$ cat src/rtl/lab_gate_ctrl_if.sv
// Request/status bundle for the lab gate controller.
// Optional manual override input is present only when GATE_OVERRIDE_EN is defined.
interface lab_gate_ctrl_if;
    logic       entry_req;
    logic       exit_req;
`ifdef GATE_OVERRIDE_EN
    logic       override;
`endif
    logic       A;
    logic       B;
    logic [5:0] occupancy;
    logic       full;
    logic       empty;
    logic       busy;
    logic       deny;

    modport master (
        output entry_req,
        output exit_req,
`ifdef GATE_OVERRIDE_EN
        output override,
`endif
        input  A,
        input  B,
        input  occupancy,
        input  full,
        input  empty,
        input  busy,
        input  deny
    );

    modport slave (
        input  entry_req,
        input  exit_req,
`ifdef GATE_OVERRIDE_EN
        input  override,
`endif
        output A,
        output B,
        output occupancy,
        output full,
        output empty,
        output busy,
        output deny
    );
endinterface

$ cat src/rtl/lab_gate_ctrl.sv
// Lab gate controller: admits/releases people, drives the door-lock AB flip-flop, tracks occupancy.
// Define GATE_OVERRIDE_EN to add the manual override input and the one-cycle TOGGLE state.
module lab_gate_ctrl #(
    parameter int unsigned MAX_OCC     = 30,
    parameter int unsigned OPEN_CYCLES = 8
) (
    input logic            clk,
    input logic            rst_n,
    lab_gate_ctrl_if.slave bus
);

    typedef enum logic [2:0] {
        SYNC,
        IDLE,
        OPEN_CMD,
        OPEN_WAIT,
        CLOSE_CMD
`ifdef GATE_OVERRIDE_EN
        ,
        TOGGLE
`endif
    } state_t;

    localparam logic [5:0] MAX_Q      = 6'(MAX_OCC);
    localparam logic [7:0] DWELL_LOAD = 8'(OPEN_CYCLES - 1);

    state_t     state;
    logic [5:0] occ;
    logic [7:0] timer;
    logic       dir_exit;
    logic       deny_q;
    logic       a_q;
    logic       b_q;
    logic       busy_q;
    logic       is_full;
    logic       is_empty;
    logic       deny_entry;
    logic       deny_exit;

    assign is_full    = (occ == MAX_Q);
    assign is_empty   = (occ == '0);
    assign deny_entry = bus.entry_req && !bus.exit_req && is_full;
    assign deny_exit  = bus.exit_req && !bus.entry_req && is_empty;

    // A/B/busy are registered alongside the state so they always equal the Moore decode of state.
    always_ff @(posedge clk) begin
        if (!rst_n) begin
            state    <= SYNC;
            a_q      <= 1'b1;
            b_q      <= 1'b0;
            busy_q   <= 1'b1;
            occ      <= '0;
            timer    <= '0;
            deny_q   <= 1'b0;
            dir_exit <= 1'b0;
        end else begin
            deny_q <= 1'b0;
            unique case (state)
                SYNC: begin
                    state  <= IDLE;
                    a_q    <= 1'b0;
                    b_q    <= 1'b0;
                    busy_q <= 1'b0;
                end
                IDLE: begin
`ifdef GATE_OVERRIDE_EN
                    if (bus.override) begin
                        state  <= TOGGLE;
                        a_q    <= 1'b1;
                        b_q    <= 1'b1;
                        busy_q <= 1'b1;
                    end else
`endif
                    if (bus.exit_req && !is_empty) begin
                        state    <= OPEN_CMD;
                        dir_exit <= 1'b1;
                        a_q      <= 1'b0;
                        b_q      <= 1'b1;
                        busy_q   <= 1'b1;
                    end else if (bus.entry_req && !is_full) begin
                        state    <= OPEN_CMD;
                        dir_exit <= 1'b0;
                        a_q      <= 1'b0;
                        b_q      <= 1'b1;
                        busy_q   <= 1'b1;
                    end else if (deny_entry || deny_exit) begin
                        deny_q <= 1'b1;
                    end
                end
                OPEN_CMD: begin
                    state <= OPEN_WAIT;
                    timer <= DWELL_LOAD;
                    a_q   <= 1'b0;
                    b_q   <= 1'b0;
                end
                OPEN_WAIT: begin
                    if (timer == '0) begin
                        state <= CLOSE_CMD;
                        a_q   <= 1'b1;
                        b_q   <= 1'b0;
                    end else begin
                        timer <= timer - 8'd1;
                    end
                end
                CLOSE_CMD: begin
                    // Guards keep occupancy within 0..MAX_OCC even if the count were disturbed.
                    if (dir_exit) begin
                        if (!is_empty) occ <= occ - 6'd1;
                    end else begin
                        if (occ < MAX_Q) occ <= occ + 6'd1;
                    end
                    state  <= IDLE;
                    a_q    <= 1'b0;
                    b_q    <= 1'b0;
                    busy_q <= 1'b0;
                end
`ifdef GATE_OVERRIDE_EN
                TOGGLE: begin
                    state  <= IDLE;
                    a_q    <= 1'b0;
                    b_q    <= 1'b0;
                    busy_q <= 1'b0;
                end
`endif
                default: begin
                    state  <= SYNC;
                    a_q    <= 1'b1;
                    b_q    <= 1'b0;
                    busy_q <= 1'b1;
                end
            endcase
        end
    end

    assign bus.A         = a_q;
    assign bus.B         = b_q;
    assign bus.occupancy = occ;
    assign bus.full      = is_full;
    assign bus.empty     = is_empty;
    assign bus.busy      = busy_q;
    assign bus.deny      = deny_q;

endmodule

$ cat src/flat_wrapper.sv
// flat-port wrapper written by rule: the top's interface ports become plain ports
module lab_gate_ctrl_flat 
#(
    parameter int unsigned MAX_OCC     = 30,
    parameter int unsigned OPEN_CYCLES = 8
)
  (clk, rst_n, bus_entry_req, bus_exit_req, bus_A, bus_B, bus_occupancy, bus_full, bus_empty, bus_busy, bus_deny);
  lab_gate_ctrl_if bus_i ();
  input logic clk;
  input logic rst_n;
  input wire logic [$bits(bus_i.entry_req)-1:0] bus_entry_req;
  input wire logic [$bits(bus_i.exit_req)-1:0] bus_exit_req;
  output wire logic [$bits(bus_i.A)-1:0] bus_A;
  output wire logic [$bits(bus_i.B)-1:0] bus_B;
  output wire logic [$bits(bus_i.occupancy)-1:0] bus_occupancy;
  output wire logic [$bits(bus_i.full)-1:0] bus_full;
  output wire logic [$bits(bus_i.empty)-1:0] bus_empty;
  output wire logic [$bits(bus_i.busy)-1:0] bus_busy;
  output wire logic [$bits(bus_i.deny)-1:0] bus_deny;
  assign bus_i.entry_req = bus_entry_req;
  assign bus_i.exit_req = bus_exit_req;
  assign bus_A = bus_i.A;
  assign bus_B = bus_i.B;
  assign bus_occupancy = bus_i.occupancy;
  assign bus_full = bus_i.full;
  assign bus_empty = bus_i.empty;
  assign bus_busy = bus_i.busy;
  assign bus_deny = bus_i.deny;
  lab_gate_ctrl #(.MAX_OCC(MAX_OCC), .OPEN_CYCLES(OPEN_CYCLES)) u_core (.clk(clk), .rst_n(rst_n), .bus(bus_i));
endmodule
$ cat config.mk
export PLATFORM = sky130hd
export DESIGN_NAME = lab_gate_ctrl_flat
export DESIGN_NICKNAME = d
export VERILOG_FILES = /design/src/rtl/lab_gate_ctrl_if.sv /design/src/rtl/lab_gate_ctrl.sv /design/src/flat_wrapper.sv
export SDC_FILE = /design/constraint.sdc
export NUM_CORES = 1
export LEC_CHECK = 0
export ABC_AREA = 1
export CAP_MARGIN = 5
export CORE_MARGIN = 10
export CORE_UTILIZATION = 49
export CTS_CLUSTER_SIZE = 40
export DETAILED_ROUTE_END_ITERATION = 8
export GPL_ROUTABILITY_DRIVEN = 0
export PLACE_DENSITY = 0.75
export SYNTH_ARGS = -nofsm -noshare
export SYNTH_HDL_FRONTEND = slang
export SYNTH_SLANG_ARGS = --single-unit
$ cat constraint.sdc
create_clock -name clk -period 1.6 [get_ports clk]
set_input_delay 0.24 -clock clk [delete_from_list [all_inputs] [get_ports clk]]
set_output_delay 0.24 -clock clk [all_outputs]
set_load 0.005 [all_outputs]
==> results.md <==
- Status: finished clean
- Post-Syn Instances: about 200
- FF-to-FF setup slack: 60 ps
- Headroom to the max-slew limit: ~80%
- Non-filler cells, final: ~250
- Die X: roughly 70 µm
- Switching Fraction: ~40%
- DRC: 0
- Starting density of the core: between 50% and 60%
- Hold WS: about 470 ps
- Port bufs: 15
- Flops & latches, synth: 22
- DR pass1 iterations: 4
- Via count: around 1300
- Max-Cap Viols: 0
- Post-Route WL: a little under 3000 µm
- Hold Vio Cnt, Final: 0
- RSZ-0062 raised after global routing: yes
- P_int: roughly 0.0011 W
- DRT antenna net count: 0
- Worst flop-to-flop path startpoint: u_core.dir_exit
- Post-Route Utilization: around two thirds
- First-pass GRT wire length: 5090 µm
- Crit Path Max Fanout: 4
- Warnings from Yosys: 0
- Worst Tran Pin Value: around 280 ps
- R2r endpoint: u_core.bus.occupancy[5]
- Via-to-Cell Ratio: a little over 5
- Maximum clock insertion buffer count: 2
- Hold path depth: 2
- Gr usage total: a little under an eighth
- Sequential fraction of design power: 37.7%
- Clock Root Buffer: clkbuf_4
- Post-synthesis sequential area ratio: about 33%
- Avg WL per Cell: ~12 µm
- Netlist cell types: 26
- CTS tree: built
- Worst Path Class, Setup: reg2out
- Post-DP Area: 1540 µm²
- Hold Crit Class: reg2reg
- H-tree Lvls: 1
- DRT iter0 DRCs: roughly 120
- Area grow syn2layout: 23.5%
- Setup Skew: about 6.5 ps
- Worst Setup End Kind: output port
- Die area: a little over 5000 µm²
- Detailed Place HPWL: 2230 µm
- Period utilisation layout: around 96%
- Vias in the first global route: between 1000 and 1500
- FMAX: ~650 MHz
- Critical Path RT: 1360 ps
- Die boundary height: 72.0 µm
- Hold path start: u_core.bus.busy
- # diodes: 0
- Register area: around 460 µm²
- Mapped Nets: 207
- Hold Path End: u_core.bus.busy
- Largest net degree at the start of global routing: 13
- Setup TNS Final: 0 ps
- Multi-input gate area: 791 µm²
- # IOs: 16
- Switch Pwr: about 0.00076 W
- Final setup vio count: 0
- Row count: 18
- Clock network power share: roughly 17%
- Layout cells sized above 1: 16.2%
- Peak supply drop: 0.000913 V
- Leakage: 0.764 nW
- Clock latency on the worst-skew pair: ~320 ps
- Crit path launch type: register
- Clock sink total: 22
- Min Tclk post-route: about 1500 ps
- Clock transition at path regs: between 100 and 150 ps
- Gate power share: a little under half
- CP arrival: 1300 ps
- Syn_area_per_cell: about 6.7 µm²
- Fin. max-slew vios: 0
- Cell Pwr Density: around 1200 nW/µm²
- Cells after DPL: between 200 and 250
- Cts bufs inserted: 3
- Remaining Overflow, GRT: 0
- Initial antenna violation count: 0
- Filler cells: 240
- Worst r2r path cells: 8
- Post-Syn Area: roughly 1300 µm²
- Final instance area: between 1500 and 2000 µm²
- Core area: 2520 µm²
- Final net count: between 200 and 250
## worst max-delay path, cell delays in order, from the launching register on
cell             delay [ps]
dfxtp_4                 370
buf_4                   110
clkdlybuf4s50_1         510
## cells in the mapped netlist
master,instances,area [µm²]
a211oi_1,1,7.51
a21oi_1,11,55.1
buf_2,1,5.00
buf_6,1,11.3
dfxtp_1,22,440
fa_1,1,20.0
ha_1,5,62.6
inv_1,26,97.6
inv_2,2,7.51
nand2_1,43,161
nand2_2,2,12.5
nand3_1,24,120
nand3_2,2,20.0
nand3b_1,1,7.51
nand4_1,1,6.26
nor2_1,32,120
nor2_2,1,6.26
nor2_8,1,20.0
nor3_1,2,10.0
nor3_4,1,16.3
o21ai_0,8,40.0
o21ai_4,1,16.3
or2_1,1,6.26
or2_2,3,18.8
xnor2_1,2,17.5
xor2_1,2,17.5
## stage by stage
step / total power (W) / worst slack, ps
detailed placement: 0.00160 / -47.7
floorplan: 0.00136 / 105
finish: 0.00191 / 57.3
global route: 0.00209 / -0.775
global placement: 0.00157 / 84.9
CTS: 0.00191 / 3.83
## final cells by class
class / instances / area share [%]
sequential: 22 / 27.9
timing repair buffer: 23 / 12.8
tap: 30 / 2.30
multi-input combinational: 145 / 48.4
inverter: 28 / 6.43
clock buffer: 4 / 2.22
## state kept, by name, summed over array words and instances, names as in the netlist
name	flops
u_core.bus.A	1
u_core.bus.B	1
u_core.bus.busy	1
u_core.bus.deny	1
u_core.bus.occupancy	6
u_core.dir_exit	1
u_core.state	3
u_core.timer	8
## metal layers
| metal | vias up | GRT usage, % | wire length [µm] |
|---|---|---|---|
| met1 | 587 | 13.1 | 1310 |
| met4 | 0 | 1.08 | 7 |
| met5 | - | 0 | 0 |
| met3 | 2 | 4.08 | 161 |
| met2 | 25 | 20.7 | 1460 |
| li1 | 676 | - | - |
## cells by family after synthesis
group	after synthesis	synth area share, %
AND/OR/NAND/NOR	114	39.7
flip-flops	22	33.3
buffers and inverters	30	9.17
adder cells (fa/ha/maj)	6	6.24
AO/OA/AOI/OAI	21	8.98
XOR/XNOR	4	2.65
## worst max-delay path by stage
stage,startpoint,end,slack [ps],depth (start not counted)
after global routing,u_core.dir_exit,u_core.bus.occupancy[5],-0.8,8
after detailed placement,u_core.bus.occupancy[0],u_core.bus.occupancy[4],-50,6
after CTS,u_core.bus.occupancy[0],u_core.bus.occupancy[4],4,6
after global placement,u_core.bus.occupancy[0],u_core.bus.occupancy[4],80,6
after floorplan,u_core.dir_exit,u_core.bus.occupancy[4],110,6
final,u_core.bus.occupancy[1],bus_occupancy[1],60,2
## power groups by stage
stage | clock network (W) | logic (W) | registers [W]
2_1_floorplan | 0 | 0.000637 | 0.000724
3_3_place_gp | 0 | 0.000844 | 0.000727
3_5_place_dp | 0 | 0.000867 | 0.000731
4_1_cts | 0.000323 | 0.000872 | 0.000719
5_1_grt | 0.000343 | 0.00101 | 0.000734
6_report | 0.000316 | 0.000873 | 0.000719
## layout by cell type, fill, tap and decap left out, drive strengths merged, types with 2 or more instances in the layout
cell type	n
xnor2	2
buf	8
dfxtp	22
a21oi	11
clkbuf	4
nor3	3
or2	4
nand2	45
nor2	34
xor2	2
clkdlybuf4s50	13
ha	5
o21ai	9
nand3	26
inv	28
## repair_timing
item,CTS,global route
gates cloned,0,0
setup endpoints to repair,3,6
buffers inserted,1,1
gates resized for setup,12,8
hold buffers,0,0
pin swaps,0,2
No activity file was read; power rests on OpenSTA's default activity.
